**src/rtl/irq_arbiter_pkg.sv**
```systemverilog
// Shared constants for the CPU-side interrupt arbiter.
package irq_arbiter_pkg;

  // Lattuino mapping: INT0=1, INT1=2, devices 3..5; vector 0 is reset.
  localparam int unsigned IrqLinesDefault  = 5;
  localparam int unsigned VecWDefault      = 5;
  localparam int unsigned VecOffsetDefault = 1;

  typedef enum logic [1:0] {
    IrqaIdle = 2'd0,
    IrqaReq  = 2'd1,
    IrqaAck  = 2'd2,
    IrqaHold = 2'd3
  } irqa_state_e;

endpackage

```
**src/rtl/irq_arbiter_if.sv**
```systemverilog
// Interrupt controller / core-fetch signals seen by the arbiter.
interface irq_arbiter_if #(
  parameter int unsigned IrqLines = 5,
  parameter int unsigned VecW     = 5
);
  logic [IrqLines-1:0] irq_lines;
  logic                i_flag;
  logic                inst_boundary;
  logic                sei_exec;
  logic                irq_take;
  logic                irq_req;
  logic [VecW-1:0]     irq_vector;
  logic [IrqLines-1:0] irq_ack;
  logic                pending;

  // Controller and core side.
  modport master (
    output irq_lines, i_flag, inst_boundary, sei_exec, irq_take,
    input  irq_req, irq_vector, irq_ack, pending
  );

  // Arbiter side.
  modport slave (
    input  irq_lines, i_flag, inst_boundary, sei_exec, irq_take,
    output irq_req, irq_vector, irq_ack, pending
  );
endinterface

```
**src/rtl/irq_arbiter_prio_enc.sv**
```systemverilog
// Lowest-index-wins priority encoder.
module irq_prio_enc #(
  parameter int unsigned Width = 5,
  parameter int unsigned IdxW  = (Width > 1) ? $clog2(Width) : 1
) (
  input  logic [Width-1:0] req_i,
  output logic [IdxW-1:0]  idx_o,
  output logic             valid_o
);

  // Scan from the top so the lowest set index is written last and wins.
  always_comb begin
    idx_o   = '0;
    valid_o = 1'b0;
    for (int i = Width - 1; i >= 0; i--) begin
      if (req_i[i]) begin
        idx_o   = IdxW'(i);
        valid_o = 1'b1;
      end
    end
  end

endmodule

```
**src/rtl/irq_arbiter.sv**
```systemverilog
// Samples interrupt lines at instruction boundaries, presents a stable vector
// to the core and acknowledges the serviced line once the vector is taken.
module irq_arbiter
  import irq_arbiter_pkg::*;
#(
  parameter int unsigned IrqLines  = IrqLinesDefault,
  parameter int unsigned VecW      = VecWDefault,
  parameter int unsigned VecOffset = VecOffsetDefault
) (
  input  logic         clk_i,
  input  logic         rst_i,
  input  logic         ena_i,
  irq_arbiter_if.slave irq_io
);

  localparam int unsigned IdxW = (IrqLines > 1) ? $clog2(IrqLines) : 1;

  irqa_state_e         state_q;
  logic [IdxW-1:0]     win_q;
  logic [IdxW-1:0]     enc_idx;
  logic                enc_valid;
  logic                req_q;
  logic                shadow_q;
  logic [VecW-1:0]     vec_q;
  logic [VecW-1:0]     vec_d;
  logic [IrqLines-1:0] ack_q;
  logic [IrqLines-1:0] win_onehot;
  logic                qualify;
  logic                win_line;

  irq_prio_enc #(
    .Width (IrqLines),
    .IdxW  (IdxW)
  ) u_prio_enc (
    .req_i   (irq_io.irq_lines),
    .idx_o   (enc_idx),
    .valid_o (enc_valid)
  );

  // A coinciding SEI/RETI also suppresses arbitration in that same cycle.
  assign qualify = irq_io.inst_boundary & irq_io.i_flag & ~shadow_q &
                   ~irq_io.sei_exec & enc_valid;

  assign vec_d      = VecW'(VecOffset + 32'(enc_idx));
  assign win_onehot = IrqLines'(1) << win_q;
  assign win_line   = irq_io.irq_lines[win_q];

  // Arbitration FSM with registered request, vector, ack and SEI shadow.
  always_ff @(posedge clk_i) begin
    if (rst_i) begin
      state_q  <= IrqaIdle;
      win_q    <= '0;
      req_q    <= 1'b0;
      vec_q    <= '0;
      ack_q    <= '0;
      shadow_q <= 1'b0;
    end else if (ena_i) begin
      ack_q <= '0;
      if (irq_io.sei_exec) begin
        shadow_q <= 1'b1;
      end else if (irq_io.inst_boundary) begin
        shadow_q <= 1'b0;
      end
      unique case (state_q)
        IrqaIdle: begin
          if (qualify) begin
            win_q   <= enc_idx;
            vec_q   <= vec_d;
            req_q   <= 1'b1;
            state_q <= IrqaReq;
          end
        end
        IrqaReq: begin
          // Take wins over a same-cycle withdrawal.
          if (irq_io.irq_take) begin
            req_q   <= 1'b0;
            ack_q   <= win_onehot;
            state_q <= IrqaAck;
          end else if (!irq_io.i_flag || !win_line) begin
            req_q   <= 1'b0;
            state_q <= IrqaIdle;
          end
        end
        IrqaAck: begin
          state_q <= IrqaHold;
        end
        IrqaHold: begin
          if (!irq_io.i_flag || irq_io.sei_exec) begin
            state_q <= IrqaIdle;
          end
        end
        default: state_q <= IrqaIdle;
      endcase
    end
  end

  // Ack spans exactly one enabled cycle.
  always_comb begin
    irq_io.irq_ack = ena_i ? ack_q : '0;
  end

  assign irq_io.irq_req    = req_q;
  assign irq_io.irq_vector = vec_q;
  assign irq_io.pending    = (|irq_io.irq_lines) & irq_io.i_flag;

endmodule

```
**src/flat_wrapper.sv**
```systemverilog
// flat-port wrapper written by rule: the top's interface ports become plain ports
module irq_arbiter_flat import irq_arbiter_pkg::*;
#(
  parameter int unsigned IrqLines  = IrqLinesDefault,
  parameter int unsigned VecW      = VecWDefault,
  parameter int unsigned VecOffset = VecOffsetDefault
)
  (clk_i, rst_i, ena_i, irq_io_irq_lines, irq_io_i_flag, irq_io_inst_boundary, irq_io_sei_exec, irq_io_irq_take, irq_io_irq_req, irq_io_irq_vector, irq_io_irq_ack, irq_io_pending);
  irq_arbiter_if #(.IrqLines(IrqLines), .VecW(VecW)) irq_io_i ();
  input  logic clk_i;
  input  logic rst_i;
  input  logic ena_i;
  input wire logic [$bits(irq_io_i.irq_lines)-1:0] irq_io_irq_lines;
  input wire logic [$bits(irq_io_i.i_flag)-1:0] irq_io_i_flag;
  input wire logic [$bits(irq_io_i.inst_boundary)-1:0] irq_io_inst_boundary;
  input wire logic [$bits(irq_io_i.sei_exec)-1:0] irq_io_sei_exec;
  input wire logic [$bits(irq_io_i.irq_take)-1:0] irq_io_irq_take;
  output wire logic [$bits(irq_io_i.irq_req)-1:0] irq_io_irq_req;
  output wire logic [$bits(irq_io_i.irq_vector)-1:0] irq_io_irq_vector;
  output wire logic [$bits(irq_io_i.irq_ack)-1:0] irq_io_irq_ack;
  output wire logic [$bits(irq_io_i.pending)-1:0] irq_io_pending;
  assign irq_io_i.irq_lines = irq_io_irq_lines;
  assign irq_io_i.i_flag = irq_io_i_flag;
  assign irq_io_i.inst_boundary = irq_io_inst_boundary;
  assign irq_io_i.sei_exec = irq_io_sei_exec;
  assign irq_io_i.irq_take = irq_io_irq_take;
  assign irq_io_irq_req = irq_io_i.irq_req;
  assign irq_io_irq_vector = irq_io_i.irq_vector;
  assign irq_io_irq_ack = irq_io_i.irq_ack;
  assign irq_io_pending = irq_io_i.pending;
  irq_arbiter #(.IrqLines(IrqLines), .VecW(VecW), .VecOffset(VecOffset)) u_core (.clk_i(clk_i), .rst_i(rst_i), .ena_i(ena_i), .irq_io(irq_io_i));
endmodule
```
**config.mk**
```make
export PLATFORM = sky130hd
export DESIGN_NAME = irq_arbiter_flat
export DESIGN_NICKNAME = d
export VERILOG_FILES = /design/src/rtl/irq_arbiter_pkg.sv /design/src/rtl/irq_arbiter_if.sv /design/src/rtl/irq_arbiter_prio_enc.sv /design/src/rtl/irq_arbiter.sv /design/src/flat_wrapper.sv
export SDC_FILE = /design/constraint.sdc
export NUM_CORES = 1
export LEC_CHECK = 0
export ABC_CLOCK_PERIOD_IN_PS = 1910
export CORE_ASPECT_RATIO = 0.8
export CORE_UTILIZATION = 46
export CTS_CLUSTER_SIZE = 8
export DETAILED_ROUTE_END_ITERATION = 7
export PLACE_DENSITY = 0.84
export SLEW_MARGIN = 0
export SYNTH_ARGS = -nofsm -noshare
export SYNTH_HDL_FRONTEND = slang
export SYNTH_HIERARCHICAL = 1
export SYNTH_SLANG_ARGS = --single-unit
```
**constraint.sdc**
```tcl
create_clock -name clk_i -period 1.91 [get_ports clk_i]
set_clock_uncertainty 0.05 [all_clocks]
set_input_delay 0.191 -clock clk_i [delete_from_list [all_inputs] [get_ports clk_i]]
set_output_delay 0.191 -clock clk_i [all_outputs]
set_load 0.02 [all_outputs]
```
* After elaboration in Yosys (flattened, before gate mapping)
Cells that the tools add are included.
** Word-level totals
- Register bits after elaboration :: 17
- Input port bits :: 12
- Output and inout bits :: 12
- Logic and storage cells :: 60
** Cells by class
- $add $sub $neg :: 1
- Order comparisons :: 1
- Equality and inequality tests :: 6
- Shifts and indexed selects :: 1
- Mux-type cells :: 26
- Bitwise logic cells :: 7
- Reductions and logical operators :: 12
** Operators with widths (number)
- 3-bit two-way mux :: 5
- 5-bit two-way mux :: 3
- 1-bit two-way mux :: 11
- 2-bit two-way mux :: 4
- 2-bit case mux with 4 select lines :: 1
- 4-bit AND reduction :: 2
- 1-bit bitwise AND :: 5
- 5-bit OR reduction :: 1
- 1-bit by 3-bit << shifter with 5-bit output (first input constant) :: 1
- 1-bit by 3-bit adder with 4-bit output (first input constant) :: 1
- 2-bit equality test (second input constant) :: 2
- 3-bit by 4-bit < comparator with 1-bit output (second input constant) :: 1
- 2-bit by 1-bit inequality test with 1-bit output (second input constant) :: 2
- 2-bit nonzero test :: 2
- 1-bit binary-select mux with 3-bit select :: 1
- 3-bit by 2-bit inequality test with 1-bit output (second input constant) :: 1
- 3-bit AND reduction :: 1
- 2-bit by 1-bit equality test with 1-bit output (second input constant) :: 1
- 1-bit logical NOT :: 2
- 2-bit logical NOT :: 1
- 1-bit logical OR :: 2
- 1-bit NOT :: 2
- 1-bit case mux with 2 select lines :: 1
- 2-bit AND reduction :: 1

* Logic depth before layout (Yosys ltp)
Gate-level depths: netlist of the first run.
- Depth in word-level cells :: 8
- Gate-level depth with buffers :: 8
- Mapped depth without buffers :: 7

* Hierarchy
The synthesis of the first run kept the hierarchy.
** Modules (own cells, without submodules)
- irq_arbiter :: instances 1, cells each 94, area an instance 842.1 um2, seq. area each 320.3 um2
- irq_prio_enc :: instances 1, cells each 8, area an instance 48.8 um2, seq. area each 0.0 um2

* Worst setup path after synthesis of the first run
No wires, ideal clock.
- Path kind :: flip-flop to flip-flop
- Start :: reg u_core.shadow_q
- End :: reg u_core.win_q[0]
- Setup time :: 0.129 ns
- Arrival time :: 1.212 ns
- Data required time :: 1.731 ns
- Path slack :: 0.519 ns
- Stages on the path, launching flop included :: 7
- Path buffers :: 1
- Clock period less this slack :: 1.391 ns
- Path through :: dfxtp_1 nand2b_1 nor4_2 and2b_1 buf_6 mux2i_1 nor2_2
** Between the ends
- Cells in the longest elaborated chain, start to end :: 5
** Ends and longest elaborated chain
- start, declared :: line irq_arbiter.sv:23 : logic shadow_q;
- start signal, assigned :: line irq_arbiter.sv:56 : shadow_q <= 1'b0;
- start signal, assigned :: line irq_arbiter.sv:60 : shadow_q <= 1'b1;
- start signal, assigned :: line irq_arbiter.sv:62 : shadow_q <= 1'b0;
- 1-bit NOT :: line irq_arbiter.sv:41 : assign qualify = irq_io.inst_boundary & irq_io.i_flag & ~shadow_q &
- 1-bit bitwise AND (2 in a row) :: line irq_arbiter.sv:41
- 1-bit bitwise AND :: line irq_arbiter.sv:42 : ~irq_io.sei_exec & enc_valid;
- 3-bit AND reduction (no source line)
- end signal, assigned :: line irq_arbiter.sv:67 : win_q <= enc_idx;
- end, declared :: line irq_arbiter.sv:19 : logic [IdxW-1:0] win_q;
Every way passes these cells.
A chain may end at the register's enable or synchronous reset.

* Worst setup path in the final report of the first run
- Start :: in ena_i
- End :: out irq_io_irq_ack[2]
** Between the ends
- Cells in the longest elaborated chain, start to end :: 1
** Ends and longest elaborated chain
- start, declared :: line flat_wrapper.sv:12 : input logic ena_i;
- 5-bit two-way mux :: line irq_arbiter.sv:99 : irq_io.irq_ack = ena_i ? ack_q : '0;
- end, declared :: line flat_wrapper.sv:20 : output wire logic [$bits(irq_io_i.irq_ack)-1:0] irq_io_irq_ack;
Every way passes these cells.

==> flow_summary.json, run 1 <==
{
  "required_ns": 1.67,
  "place.gp.congestion": 0.740,
  "coreArea_sq_mm": 0.00172,
  "hold_viol_final": 0,
  "syn-cell-area_sq_um": 891,
  "clock_sinks": 16,
  "layout_common_cells": "21 x clkdlybuf4s50_1, 16 x dfxtp_1, 10 x buf_4",
  "htreeDepth": 1,
  "drive_above_1_share_pct": 20.6,
  "place_area_sq_mm": 0.00117,
  "syn_nets": 115,
  "relSlewSlack_pct": 54.2,
  "cpMostUsedCell": "clkdlybuf4s50_1",
  "routedWlPerCell_um": 13.5,
  "max_clock_freq_ghz": 0.546,
  "clkLatencyLatePin_ns": 0.29,
  "multiInputGateArea_sq_um": 518,
  "powerDensity_mw_per_mm2": 564,
  "worst_slack_ns": 0.0793,
  "grt_pass1_vias": 723,
  "drt-total-wl_mm": 2.06,
  "cts.path.max_buffers": 2,
  "die_width_um": 51.2,
  "fin_crit_sh_pct": 95.8,
  "tightest_slew_ns": 0.686,
  "rows": 13,
  "synth_compound_area_share_pct": 11.5,
  "synth-xor-area-share_pct": 0.983,
  "arrival_ns": 1.59,
  "ios": 24,
  "cts_tree": "built",
  "num_vias": 806,
  "post-route-min-period_ns": 1.83,
  "synth.distinct_cells": 36,
  "synth_mux_area_share_pct": 7.87,
  "die_h_um": 41.4,
  "synth_adder_area_share_pct": 1.40,
  "fp.dieArea_sq_mm": 0.00212,
  "path_cells": "clkdlybuf4s50_1 -> buf_4 -> and2_1 -> clkdlybuf4s50_1",
  "syn-instance-count": 102,
  "grt_max_degree": 17,
  "synth-seq-cells": 16,
  "cp_slowest_cell": "clkdlybuf4s50_1",
  "power.leakage_nw": 0.439,
  "crit_type": "input pin to output port",
  "finalMaxSlewViolations": 0,
  "hold_class": "register to register",
  "yosys_warnings": 6,
  "synthSimpleGateAreaFrac_pct": 35.8,
  "rsz0062_at_grt": "no",
  "design_area_sq_mm": 0.00120,
  "grt_usage_pct": 21.7,
  "ys_seq_area_share_pct": 36.0,
  "crit_family": "buffers and inverters",
  "area_growth_pct": 35.1,
  "firstDrtPassIters": 4,
  "grt_antenna_before_repair": 0,
  "synth_area_per_cell_sq_um": 8.73,
  "worstPathMaxFanout": 11,
  "setup_violations": 0,
  "cts-hold-fix-buffers": 0,
  "vias_per_cell": 5.27,
  "io_buffers": 22,
  "grt_pass1_wl_mm": 3.15,
  "register_area_sq_um": 320,
  "synth_top_family_by_area": "simple AND/OR/NAND/NOR gates",
  "fill_cells": 144,
  "nets": 145,
  "critPathLaunchType": "input pin",
  "initial_core_util_pct": 51.7,
  "cts_root_buf": "clkbuf_4",
  "drt_iter0_markers": 18,
  "n_antenna_cell": 0,
  "hpwl_mm": 1.55,
  "ant_nets": 0,
  "gr-total-overflow": 0,
  "drc": 0,
  "place_ws_ns": -0.333,
  "clk_pin_slew_ns": 0.09,
  "cp-end-kind": "output port",
  "max-cap-violations": 0,
  "outcome": "completed",
  "critPathMaxStageDelay_ns": 0.61,
  "crit_buf_inv": 3,
  "final_common_cell": "clkdlybuf4s50_1",
  "vdd_ir_drop_max_mv": 0.421,
  "numCtsBuffers": 3
}
## synthesized netlist by cell type (all sizes together)
cell / number / share of area, %
a211oi: 1 / 1.4
a21oi: 9 / 5.5
a22oi: 1 / 0.84
a31oi: 2 / 1.4
and2: 6 / 4.2
and2b: 1 / 0.84
and4b: 1 / 1.1
buf: 4 / 3.5
clkbuf: 3 / 1.3
conb: 1 / 0.42
dfxtp: 16 / 36
ha: 1 / 1.4
inv: 3 / 1.3
mux2i: 7 / 7.9
nand2: 9 / 3.8
nand2b: 6 / 5.1
nand3: 2 / 1.1
nand3b: 2 / 1.7
nand4: 1 / 2.4
nand4b: 1 / 0.98
nor2: 11 / 5.8
nor3: 4 / 2.8
nor4: 4 / 4.2
nor4b: 1 / 0.98
o21a: 1 / 0.84
o21ai: 1 / 0.56
o32ai: 1 / 0.98
or4: 1 / 0.84
xnor2: 1 / 0.98
## routing by layer
layer | share of wire, % | vias to the layer above | global-route usage [%] | wire length (um)
li1 | - | 414 | - | -
met1 | 46 | 370 | 24.4 | 951
met2 | 48 | 20 | 40.8 | 989
met3 | 4.8 | 2 | 5.07 | 100
met4 | 0.97 | 0 | 10.4 | 20
met5 | 0 | - | 0 | 0
## power by group
part           total, W  internal, W  switching (W)
clock network  0.000226     0.000116       0.000110
registers      0.000344     0.000339     0.00000503
logic          0.000109    0.0000561      0.0000533
total          0.000679     0.000511       0.000168
## state kept, by name, summed over array words and instances, names as in the netlist, named ones only
name,cells
u_core/ack_q,5
u_core/shadow_q,1
u_core/state_q,1
u_core/irq_io.irq_req,1
u_core/irq_io.irq_vector,4
u_core/win_q,3
## worst register-to-register path: stages (launching register included)
cell and delay (ns):
dfxtp_1 0.34, nand2b_1 0.17, nor4_2 0.29, and2b_2 0.39, mux2i_1 0.27, nor2_2 0.04
## cell type report
class	count	share of cell area, %
inverters	3	0.936
multi-input cells	76	43.0
flip-flops and latches	16	26.6
well taps	22	2.29
clock buffers	4	3.01
repair buffers	32	24.1
## repair_timing
| item | 4_1_cts | 5_1_grt |
|---|---|---|
| setup buffers | 0 | 0 |
| setup endpoints to repair | 3 | 1 |
| gates resized for setup | 3 | 1 |
## cell families after synthesis
group	Yosys count
adder cells (fa/ha/maj)	1
AND/OR/NAND/NOR	50
buffers and inverters	10
AO/OA/AOI/OAI	16
flip-flops	16
XOR/XNOR	1
multiplexers	7
other	1
## per-stage QoR
| step | hold slack, ns | cells | total power, W | utilization, % | TNS (ns) |
|---|---|---|---|---|---|
| after floorplan | 0.306 | 102 | 0.000402 | - | 0 |
| after global placement | 0.390 | 149 | 0.000457 | 67.9 | -1.31 |
| after detailed placement | 0.405 | 149 | 0.000461 | 67.9 | -2.31 |
| after CTS | 0.419 | 153 | 0.000688 | 70.1 | 0 |
| after global routing | 0.433 | 153 | 0.000708 | 69.8 | 0 |
| final | 0.417 | 153 | 0.000679 | 69.8 | 0 |
## path summary, 6_finish.rpt
| kind | from | to | slack (ns) | depth (start not counted) |
|---|---|---|---|---|
| worst max-delay path | ena_i | irq_io_irq_ack[2] | 0.08 | 4 |
| worst min-delay path | u_core/ack_q[1] | u_core/ack_q[1] | 0.42 | 2 |
| worst max register to register | u_core/shadow_q | u_core/win_q[0] | 0.25 | 5 |
| worst min register to register | u_core/ack_q[1] | u_core/ack_q[1] | 0.42 | 2 |
(Power assumes the default switching activity.)
==> run 2, diff against run 1 <==
--- a/config.mk
+++ b/config.mk
@@ -7,10 +7,11 @@
 export LEC_CHECK = 0
 export ABC_CLOCK_PERIOD_IN_PS = 1910
 export CORE_ASPECT_RATIO = 0.8
-export CORE_UTILIZATION = 46
+export CORE_UTILIZATION = 49
+export CTS_BUF_LIST = sky130_fd_sc_hd__clkbuf_4
 export CTS_CLUSTER_SIZE = 8
 export DETAILED_ROUTE_END_ITERATION = 7
-export PLACE_DENSITY = 0.84
+export PLACE_DENSITY = 0.88
 export SLEW_MARGIN = 0
 export SYNTH_ARGS = -nofsm -noshare
 export SYNTH_HDL_FRONTEND = slang
==> flow_summary.json, run 2 (same netlist as run 1, synthesis figures left out) <==
{
  "num_vias": 819,
  "layout_common_cells": "21 x clkdlybuf4s50_1, 16 x dfxtp_1, 10 x buf_4",
  "drive_above_1_share_pct": 19.8,
  "relSlewSlack_pct": 52.4,
  "initial_core_util_pct": 53.7,
  "final_common_cell": "clkdlybuf4s50_1",
  "hold_class": "register to register",
  "cts-hold-fix-buffers": 0,
  "critPathMaxStageDelay_ns": 0.60,
  "hpwl_mm": 1.47,
  "max-cap-violations": 0,
  "largest_register_ffs": 5,
  "design_area_sq_mm": 0.00119,
  "fin_crit_sh_pct": 94.9,
  "finalMaxSlewViolations": 0,
  "firstDrtPassIters": 4,
  "numCtsBuffers": 3,
  "fill_cells": 133,
  "drt_iter0_markers": 13,
  "fp.dieArea_sq_mm": 0.00199,
  "place_area_sq_mm": 0.00117,
  "area_growth_pct": 34.1,
  "post-route-min-period_ns": 1.81,
  "tightest_slew_ns": 0.712,
  "coreArea_sq_mm": 0.00166,
  "rows": 13,
  "cts_root_buf": "clkbuf_4",
  "outcome": "completed",
  "grt_pass1_vias": 739,
  "cpMostUsedCell": "clkdlybuf4s50_1",
  "vias_per_cell": 5.35,
  "register_area_sq_um": 320,
  "grt_antenna_before_repair": 0,
  "cp_slowest_cell": "clkdlybuf4s50_1",
  "die_width_um": 49.7,
  "n_antenna_cell": 0,
  "drt-total-wl_mm": 1.98,
  "regMostFlops": "u_core/ack_q",
  "worstPathMaxFanout": 11,
  "clkLatencyLatePin_ns": 0.29,
  "grt_pass1_wl_mm": 3.16,
  "multiInputGateArea_sq_um": 519,
  "clk_pin_slew_ns": 0.09,
  "arrival_ns": 1.57,
  "p_total_w": 0.000639,
  "crit_type": "input pin to output port",
  "nets": 145,
  "routedWlPerCell_um": 12.9,
  "io_buffers": 22,
  "power.leakage_nw": 0.432,
  "gr-total-overflow": 0,
  "path_cells": "clkdlybuf4s50_1 -> buf_4 -> and2_1 -> clkdlybuf4s50_1",
  "vdd_ir_drop_max_mv": 0.431,
  "powerDensity_mw_per_mm2": 535,
  "ant_nets": 0,
  "setup_violations": 0,
  "rsz0062_at_grt": "no",
  "htreeDepth": 1,
  "holdWs_ns": 0.404,
  "required_ns": 1.67,
  "crit_buf_inv": 3,
  "clock_sinks": 16,
  "cts_tree": "built",
  "ios": 24,
  "die_h_um": 40.1,
  "post-route-util_pct": 72.0,
  "place.gp.congestion": 0.808,
  "crit_family": "buffers and inverters",
  "max_clock_freq_ghz": 0.552,
  "hold_viol_final": 0,
  "cts.path.max_buffers": 2,
  "critPathLaunchType": "input pin",
  "setup_tns_ns": 0,
  "grt_max_degree": 17,
  "grt_usage_pct": 22.4,
  "drc": 0,
  "cp-end-kind": "output port"
}
## run 2: cell count changes in the layout (fill, tap and decap cells not counted)
cell / before / now
clkbuf_2: 1 / 0
buf_2: 0 / 1
clkinv_1: 0 / 1
and2b_4: 0 / 1
clkbuf_8: 1 / 0
and2b_2: 1 / 0
## run 2: cell type report
cell class | count | share of cell area [%]
Timing Repair Buffer | 32 | 24.3
Clock buffer | 3 | 1.88
Tap cell | 22 | 2.30
Sequential cell | 16 | 26.8
Clock inverter | 1 | 0.314
Inverter | 3 | 0.942
Multi-Input combinational cell | 76 | 43.5
## run 2: path summary, 6_finish.rpt
check | from | to | slack (ns) | depth (start not counted)
max | ena_i | irq_io_irq_ack[4] | 0.1 | 4
max reg2reg | u_core/shadow_q | u_core/win_q[1] | 0.26 | 5
min | u_core/ack_q[1] | u_core/ack_q[1] | 0.40 | 2
min reg2reg | u_core/ack_q[1] | u_core/ack_q[1] | 0.40 | 2
## run 2: power breakdown
group / switching, W / total, W / internal, W
Combinational: 0.0000530 / 0.000110 / 0.0000566
Sequential: 0.00000500 / 0.000344 / 0.000339
Clock: 0.000110 / 0.000186 / 0.0000760
## run 2: what timing repair did
action / in CTS / in global routing
gates resized for setup: 4 / 2
gates cloned: 0 / 0
hold endpoints to repair: 0 / 0
endpoints found under the setup margin: 2 / 2
pin swaps: 0 / 0
buffers inserted: 0 / 0
## run 2: routing by layer
layer  routed length, um  track usage, %  vias to the layer above  part of all wire (%)
met5                   0               0                        -                     0
met4                  19            9.29                        0                  0.96
met3                 154            7.20                        4                   7.8
met2                 887            40.2                       33                    45
met1                 915            25.5                      369                    46
li1                    -               -                      413                     -
## run 2: per-stage QoR
stage | worst slack, ns | std cells
floorplan | 0.519 | 102
global placement | -0.197 | 149
detailed placement | -0.364 | 149
CTS | 0.0173 | 153
global route | 0.0259 | 153
finish | 0.0982 | 153
## run 2: worst min-delay path, cell delays in order (launching register included)
cell	delay (ns)
dfxtp_1	0.31
nand2_1	0.05
a21oi_1	0.05
